--- config.mk ---
export PLATFORM = sky130hd
export DESIGN_NAME = mic_adc_spi_rx
export DESIGN_NICKNAME = d
export VERILOG_FILES = /design/src/rtl/mic_adc_spi_rx.sv
export SDC_FILE = /design/constraint.sdc
export NUM_CORES = 1
export LEC_CHECK = 0
export ABC_AREA = 1
export CAP_MARGIN = 20
export CORE_ASPECT_RATIO = 0.5
export CORE_MARGIN = 4
export CORE_UTILIZATION = 35
export DETAILED_ROUTE_END_ITERATION = 8
export SYNTH_ARGS = -nofsm -noshare
export SYNTH_HDL_FRONTEND = slang
export SYNTH_SLANG_ARGS = --single-unit
--- constraint.sdc ---
create_clock -name clk -period 1.86 [get_ports clk]
set_input_delay 0.465 -clock clk [delete_from_list [all_inputs] [get_ports clk]]
set_output_delay 0.465 -clock clk [all_outputs]
set_load 0.01 [all_outputs]
--- src/rtl/mic_adc_spi_rx.sv ---
// SPI master and sample-rate generator for an ADCS7476-class 12-bit ADC.
// Starts one conversion per SAMPLE_PERIOD clocks and presents a held sample with a valid strobe.
module mic_adc_spi_rx #(
    parameter int CLK_DIV       = 3,
    parameter int CS_SETUP      = 2,
    parameter int QUIET         = 5,
    parameter int SAMPLE_PERIOD = 6250,
    parameter bit SIGNED_OUT    = 1'b1
) (
    input  logic        clk,
    input  logic        rst,
    input  logic        enable,
    input  logic        sdata,
    output logic        cs_n,
    output logic        sclk,
    output logic [11:0] adc_data,
    output logic        sample_valid,
    output logic        frame_err,
    output logic [1:0]  fsm_state
);

    localparam int CNT_W   = (SAMPLE_PERIOD > 1) ? $clog2(SAMPLE_PERIOD) : 1;
    localparam int CYC_MAX = (CS_SETUP > CLK_DIV) ? CS_SETUP : CLK_DIV;
    localparam int CYC_W   = $clog2(CYC_MAX + 1);

    // A new frame must never be requested while the previous one is still running.
    if (SAMPLE_PERIOD < 1 + CS_SETUP + 32 * CLK_DIV + QUIET) begin : g_period_check
        $error("SAMPLE_PERIOD too short for one frame plus cs_n quiet time");
    end

    typedef enum logic [1:0] {
        IDLE  = 2'd0,
        SETUP = 2'd1,
        SHIFT = 2'd2,
        DONE  = 2'd3
    } state_t;

    state_t             state;
    state_t             next_state;
    logic [CNT_W-1:0]   period_cnt;
    logic               tick;
    logic [CYC_W-1:0]   cyc_cnt;
    logic               phase;
    logic [3:0]         bit_cnt;
    logic [15:0]        shift_reg;
    logic [15:0]        shift_next;
    logic               sdata_q;
    logic               hi_last;
    logic               frame_end;

    assign fsm_state = state;

    always_ff @(posedge clk or negedge rst) begin
        if (!rst) begin
            period_cnt <= '0;
        end else if (!enable) begin
            period_cnt <= '0;
        end else if (period_cnt == CNT_W'(SAMPLE_PERIOD - 1)) begin
            period_cnt <= '0;
        end else begin
            period_cnt <= period_cnt + 1'b1;
        end
    end

    assign tick       = enable && (period_cnt == '0);
    assign hi_last    = (state == SHIFT) && phase && (cyc_cnt == CYC_W'(CLK_DIV - 1));
    assign frame_end  = hi_last && (bit_cnt == 4'd15);
    assign shift_next = {shift_reg[14:0], sdata_q};

    always_ff @(posedge clk or negedge rst) begin
        if (!rst) begin
            state <= IDLE;
        end else begin
            state <= next_state;
        end
    end

    always_comb begin
        next_state = state;
        case (state)
            IDLE:    if (tick) next_state = SETUP;
            SETUP:   if (cyc_cnt == CYC_W'(CS_SETUP - 1)) next_state = SHIFT;
            SHIFT:   if (frame_end) next_state = DONE;
            DONE:    next_state = IDLE;
            default: next_state = IDLE;
        endcase
    end

    // phase 0 = sclk low half, phase 1 = sclk high half; counters restart on every state change.
    always_ff @(posedge clk or negedge rst) begin
        if (!rst) begin
            cyc_cnt <= '0;
            phase   <= 1'b0;
            bit_cnt <= '0;
        end else if (state != next_state) begin
            cyc_cnt <= '0;
            phase   <= 1'b0;
            bit_cnt <= '0;
        end else if (state == SETUP) begin
            cyc_cnt <= cyc_cnt + 1'b1;
        end else if (state == SHIFT) begin
            if (cyc_cnt == CYC_W'(CLK_DIV - 1)) begin
                cyc_cnt <= '0;
                phase   <= ~phase;
                if (phase) bit_cnt <= bit_cnt + 1'b1;
            end else begin
                cyc_cnt <= cyc_cnt + 1'b1;
            end
        end
    end

    // sample_valid / frame_err are single-cycle strobes with no back-pressure: the consumer must
    // take adc_data in the cycle sample_valid is high; adc_data then holds until the next strobe.
    always_ff @(posedge clk or negedge rst) begin
        if (!rst) begin
            sdata_q      <= 1'b0;
            shift_reg    <= '0;
            adc_data     <= '0;
            sample_valid <= 1'b0;
            frame_err    <= 1'b0;
        end else begin
            sdata_q      <= sdata;
            sample_valid <= 1'b0;
            frame_err    <= 1'b0;
            if (hi_last) shift_reg <= shift_next;
            if (frame_end) begin
                if (shift_next[15:12] == 4'h0) begin
                    adc_data     <= SIGNED_OUT ? {~shift_next[11], shift_next[10:0]}
                                               : shift_next[11:0];
                    sample_valid <= 1'b1;
                end else begin
                    frame_err <= 1'b1;
                end
            end
        end
    end

    always_comb begin
        cs_n = 1'b1;
        sclk = 1'b1;
        case (state)
            SETUP:   cs_n = 1'b0;
            SHIFT: begin
                cs_n = 1'b0;
                sclk = phase;
            end
            default: begin
                cs_n = 1'b1;
                sclk = 1'b1;
            end
        endcase
    end

endmodule

Word level (Yosys, flattened, before mapping)
Cells that the tools add are included.
- register bits: 52
- logic and storage cells: 64
- bitwise logic cells: 2
- reduce and logical (&&, ||, !) cells: 15
- mux-type cells: 25
- add/sub/neg operators: 3
- equality and inequality tests: 9
- operators by type and width (operator ; number):
    2-to-1 mux 13 bit ; 2
    2-to-1 mux 4 bit ; 5
    2-to-1 mux 2 bit ; 7
    adder 13 x 1 -> 13 bit (second input constant) ; 1
    equality test 13 bit (second input constant) ; 1
    zero test 13 bit ; 1
    2-to-1 mux 1 bit ; 10
    one-hot mux 2 bit (4 select lines) ; 1
    equality test 2 bit (second input constant) ; 3
    nonzero test 2 bit ; 3
    adder 4 x 1 -> 4 bit (second input constant) ; 1
    equality test 2 x 1 -> 1 bit (second input constant) ; 2
    equality test 4 bit (second input constant) ; 1
    logical AND 1 bit ; 4
    zero test 4 bit ; 1
    AND reduction 4 bit ; 1
    AND reduction 3 bit ; 1
    nonzero test 3 bit ; 1
    adder 2 x 1 -> 2 bit (second input constant) ; 1
    zero test 2 bit ; 1
    inequality test 2 bit ; 1
    inequality test 2 bit (second input constant) ; 1
    NOT 1 bit ; 2
    AND reduction 2 bit ; 1
    OR reduction 2 bit ; 1

Longest topological paths before layout
- depth after elaboration: 9
- gate-level depth with buffers: 11
- depth with buffers taken out: 11

Worst setup path before layout
OpenSTA, ideal clock, no wires.
- path kind: register to register
- from: register state[0], in the netlist fsm_state[0]
- to: register bit_cnt[0]
- clock period less this slack: 1.763 ns
- setup slack: 0.097 ns
- stages on the path, launching flop included: 12
- setup time: 0.128 ns
- data arrival time: 1.635 ns
- path through: dfrtp_1 -> inv_1 -> ha_1 -> nand2_1 -> nor2_4 -> nand2_2 -> nand2_1 -> nand2_1 -> nand2_1 -> nand3_2 -> nand2_4 -> nor3_1
- cells in the longest elaborated chain, start to end: 9
- elaborated cells on any way between the ends: 18
- those cells by class: 5 x eq/ne; 5 x mux; 8 x reduce/logical
- RTL lines (what ; line ; text):
    start, declared ; 38 ; state_t state;
    start signal, assigned ; 74 ; state <= next_state;
    equality test 2 bit ; 66, 80, 101 ;
    logical AND 1 bit (2 in a row) ; 66 ; assign hi_last = (state == SHIFT) && phase && (cyc_cnt == CYC_W'(CLK_DIV - 1));
    logical AND 1 bit ; 67 ; assign frame_end = hi_last && (bit_cnt == 4'd15);
    2-to-1 mux 2 bit ; 83 ; SHIFT: if (frame_end) next_state = DONE;
    one-hot mux 2 bit (4 select lines) ; 80 ; case (state)
    inequality test 2 bit ; 95 ; end else if (state != next_state) begin
    inequality test 2 bit (no line) or nonzero test 2 bit (tied branches) ; -- ;
    AND reduction 4 bit (no line) ; -- ;
    end signal, assigned ; 105 ; if (phase) bit_cnt <= bit_cnt + 1'b1;
    end, declared ; 44 ; logic [3:0] bit_cnt;
Parallel ways exist; a longest one is shown, timed or not.
A chain may end at the register's enable or synchronous reset.

Worst setup path in the final report
- from: register state[0], in the netlist fsm_state[0]
- to: output fsm_state[0]
- RTL lines (what ; line ; text):
    end, declared ; 19 ; output logic [1:0] fsm_state
No word-level cell between the ends.

==> results.py <==
metrics = {
    "timing": {
        "skew_ps": 6.02,
        "slew_headroom": 0.704,
        "fmaxAchievable_ghz": 0.558,
        "finalSetupViolCount": 0,
        "fin_crit_sh": 0.964,
        "worst_pin_slew_ps": 441,
        "period_needed_ps": 1790,
        "setup_tns_ps": 0,
        "rsz0062_at_grt": "yes",
        "finalWorstSetupSlack_ps": 67.8,
        "holdWs_ps": 150,
        "hold_viol": 0,
        "slew_violations": 0,
    },
    "die": {
        "core_area_mm2": 0.00678,
        "start_util": 0.365,
        "die_area_mm2": 0.00856,
        "row_count": 21,
        "die_h_um": 67.4,
        "pin_count": 22,
        "die_w_um": 127,
    },
    "power": {
        "p_int_mw": 1.68,
        "pwr-share-clk": 0.434,
        "combPwrFrac": 0.032,
        "seq_power_share": 0.534,
        "ir_drop_uv": 427,
        "p_leak_nw": 1.46,
        "switching_share": 0.224,
        "power.density_mw_per_mm2": 711,
        "power_switching_mw": 0.486,
    },
    "clock_network": {
        "cts_buffer_depth": 2,
        "cts_hold_buffers": 0,
        "cts_made_buffers": 5,
        "cts-root-buf": "clkbuf_16",
        "htree_levels": 2,
        "tritoncts": "built",
        "clock_sinks": 52,
        "clock_latency_ps": 290,
        "clkTransAtPathRegs_ps": 70,
    },
    "grt": {
        "grt_max_degree": 53,
        "antenna_found_initial": 0,
        "grt-ovfl-total": 0,
        "grt_usage": 0.120,
        "grt_pass1_wl_um": 8270,
        "grt_pass1_vias": 1910,
    },
    "placement": {
        "gp_congestion": 0.869,
        "portBuffers": 21,
        "dpl_cell_area_mm2": 0.00285,
        "dp.cells": 413,
        "place_hpwl_um": 3350,
        "dp_slack_ps": -24.2,
    },
    "setup_path": {
        "critPathCaptureType": "primary output",
        "r2r_cells": 9,
        "critPathLaunchType": "register",
        "required_ps": 1390,
        "reg2reg_slack_ps": 120,
        "crit_type": "register to primary output",
        "arrival_ps": 1330,
        "path_max_fanout": 5,
        "reg2reg_from": "fsm_state[0]",
        "rr_endpoint": "bit_cnt[1]",
    },
    "synth": {
        "synth_cell_types": 31,
        "synthMostInstantiatedCell": "nand2_1",
        "synth-edff-count": 0,
        "synth.cell_area_mm2": 0.00247,
        "synth_seq_cells": 52,
        "synth_cells": 296,
        "avgSynthCellArea_um2": 8.36,
        "synthArstFlopShare": 1.00,
        "synthTopCellsByCount": "nand2_1, dfrtp_1, inv_1",
        "synth_nets": 308,
        "yosysTopAreaCell": "dfrtp_1",
        "ys.flop_type": "dfrtp_1",
        "synth.top_cells.by_area": "dfrtp_1, nand2_1, inv_1, nor2_1, ha_1",
        "synth_warnings": 0,
        "ys_seq_area_frac": 0.526,
        "synth_top_cell_area_share": 0.526,
    },
    "drt": {
        "drt_first_pass_iters": 4,
        "viasPerCell": 4.56,
        "via_count": 1942,
        "wl_um": 4700,
        "ant_nets": 0,
        "drt-initial-drc-count": 101,
        "wire_per_inst_um": 11.0,
        "route.detailed.drc": 0,
    },
    "final_layout": {
        "n_antenna_cell": 0,
        "fin_cells": 426,
        "area_growth_pct": 23.0,
        "drive_gt1_frac": 0.108,
        "nNetsFinal": 345,
        "post-route-cell-area_mm2": 0.00304,
        "largest_register_ffs": 15,
    },
    "worst_hold_path": {
        "hold_path_class": "input port to asynchronous set/reset pin",
    },
    "outcome": {
        "status": "complete, no violations",
    },
    "job": {
        "drv_cap": 0,
    },
}
==> per-layer routing <==
| metal | up-vias | GRT usage | routed length [um] |
|---|---|---|---|
| met5 | - | 0 | 0 |
| met4 | 0 | 0.0361 | 27 |
| met3 | 3 | 0.0387 | 136 |
| met2 | 19 | 0.200 | 2200 |
| met1 | 914 | 0.152 | 2340 |
| li1 | 1006 | - | - |
==> critical path: stages, from the launching register on <==
cell and delay (ps):
dfrtp_1 360, buf_4 150, clkdlybuf4s50_1 530
==> layout make-up <==
cell class	instances	area, um2
Clock buffer	5	125
Inverter	44	165
Tap cell	92	115
Multi-Input combinational cell	195	988
Fill cell	674	3740
Sequential cell	52	1300
Timing Repair Buffer	35	320
Clock inverter	3	27.5
==> layout by cell type, fill, tap and decap left out, types with 2 or more instances in the layout <==
cell / instances
a211oi_1: 2
a21oi_1: 5
buf_4: 13
clkbuf_16: 5
clkdlybuf4s50_1: 17
dfrtp_1: 52
dlygate4sd2_1: 2
ha_1: 6
ha_2: 2
inv_1: 42
inv_2: 2
nand2_1: 80
nand3_1: 11
nand3_2: 3
nor2_1: 27
nor3_1: 14
nor3b_1: 3
o21ai_0: 14
o21ai_1: 12
xnor2_1: 2
==> power groups by stage <==
stage	sequential, mW	clock, mW	combinational [mW]
floorplan	1.18	0	0.0297
detailed placement	1.18	0	0.0729
finish	1.16	0.939	0.0687
global route	1.16	1.01	0.0829
CTS	1.16	0.972	0.0726
global placement	1.18	0	0.0707
==> what timing repair did <==
item                       in CTS  in global routing
pin swaps                       0                  1
gates cloned                    0                  0
gates resized for setup         4                  3
buffers inserted                2                  3
setup endpoints to repair       2                  9
==> cell families (layout without fill, tap and decap cells) <==
family / count (synthesis) / in the layout / synth area share
buffers and inverters: 49 / 87 / 0.0764
AND/OR/NAND/NOR: 148 / 148 / 0.269
adder cells (fa/ha/maj): 8 / 8 / 0.0405
flip-flops: 52 / 52 / 0.526
XOR/XNOR: 3 / 3 / 0.0106
AO/OA/AOI/OAI: 36 / 36 / 0.0774
==> worst max-delay path by stage <==
stage            startpoint      endpoint  slack [ps]  depth (start not counted)
5_1_grt        fsm_state[0]    bit_cnt[2]         -20                          9
4_1_cts        fsm_state[1]          cs_n          50                          4
3_5_place_dp         enable    bit_cnt[1]         -20                         10
2_1_floorplan  fsm_state[0]    bit_cnt[0]         100                         11
3_3_place_gp         enable    cyc_cnt[1]          20                         10
6_report       fsm_state[0]  fsm_state[0]          70                          2
==> through the flow <==
stage                      util  power (mW)
final                     0.449        2.16
after global routing      0.449        2.25
after CTS                 0.445        2.20
after detailed placement  0.420        1.25
after global placement    0.420        1.25
after floorplan               -        1.21
Power figures use the tool's default switching activity.
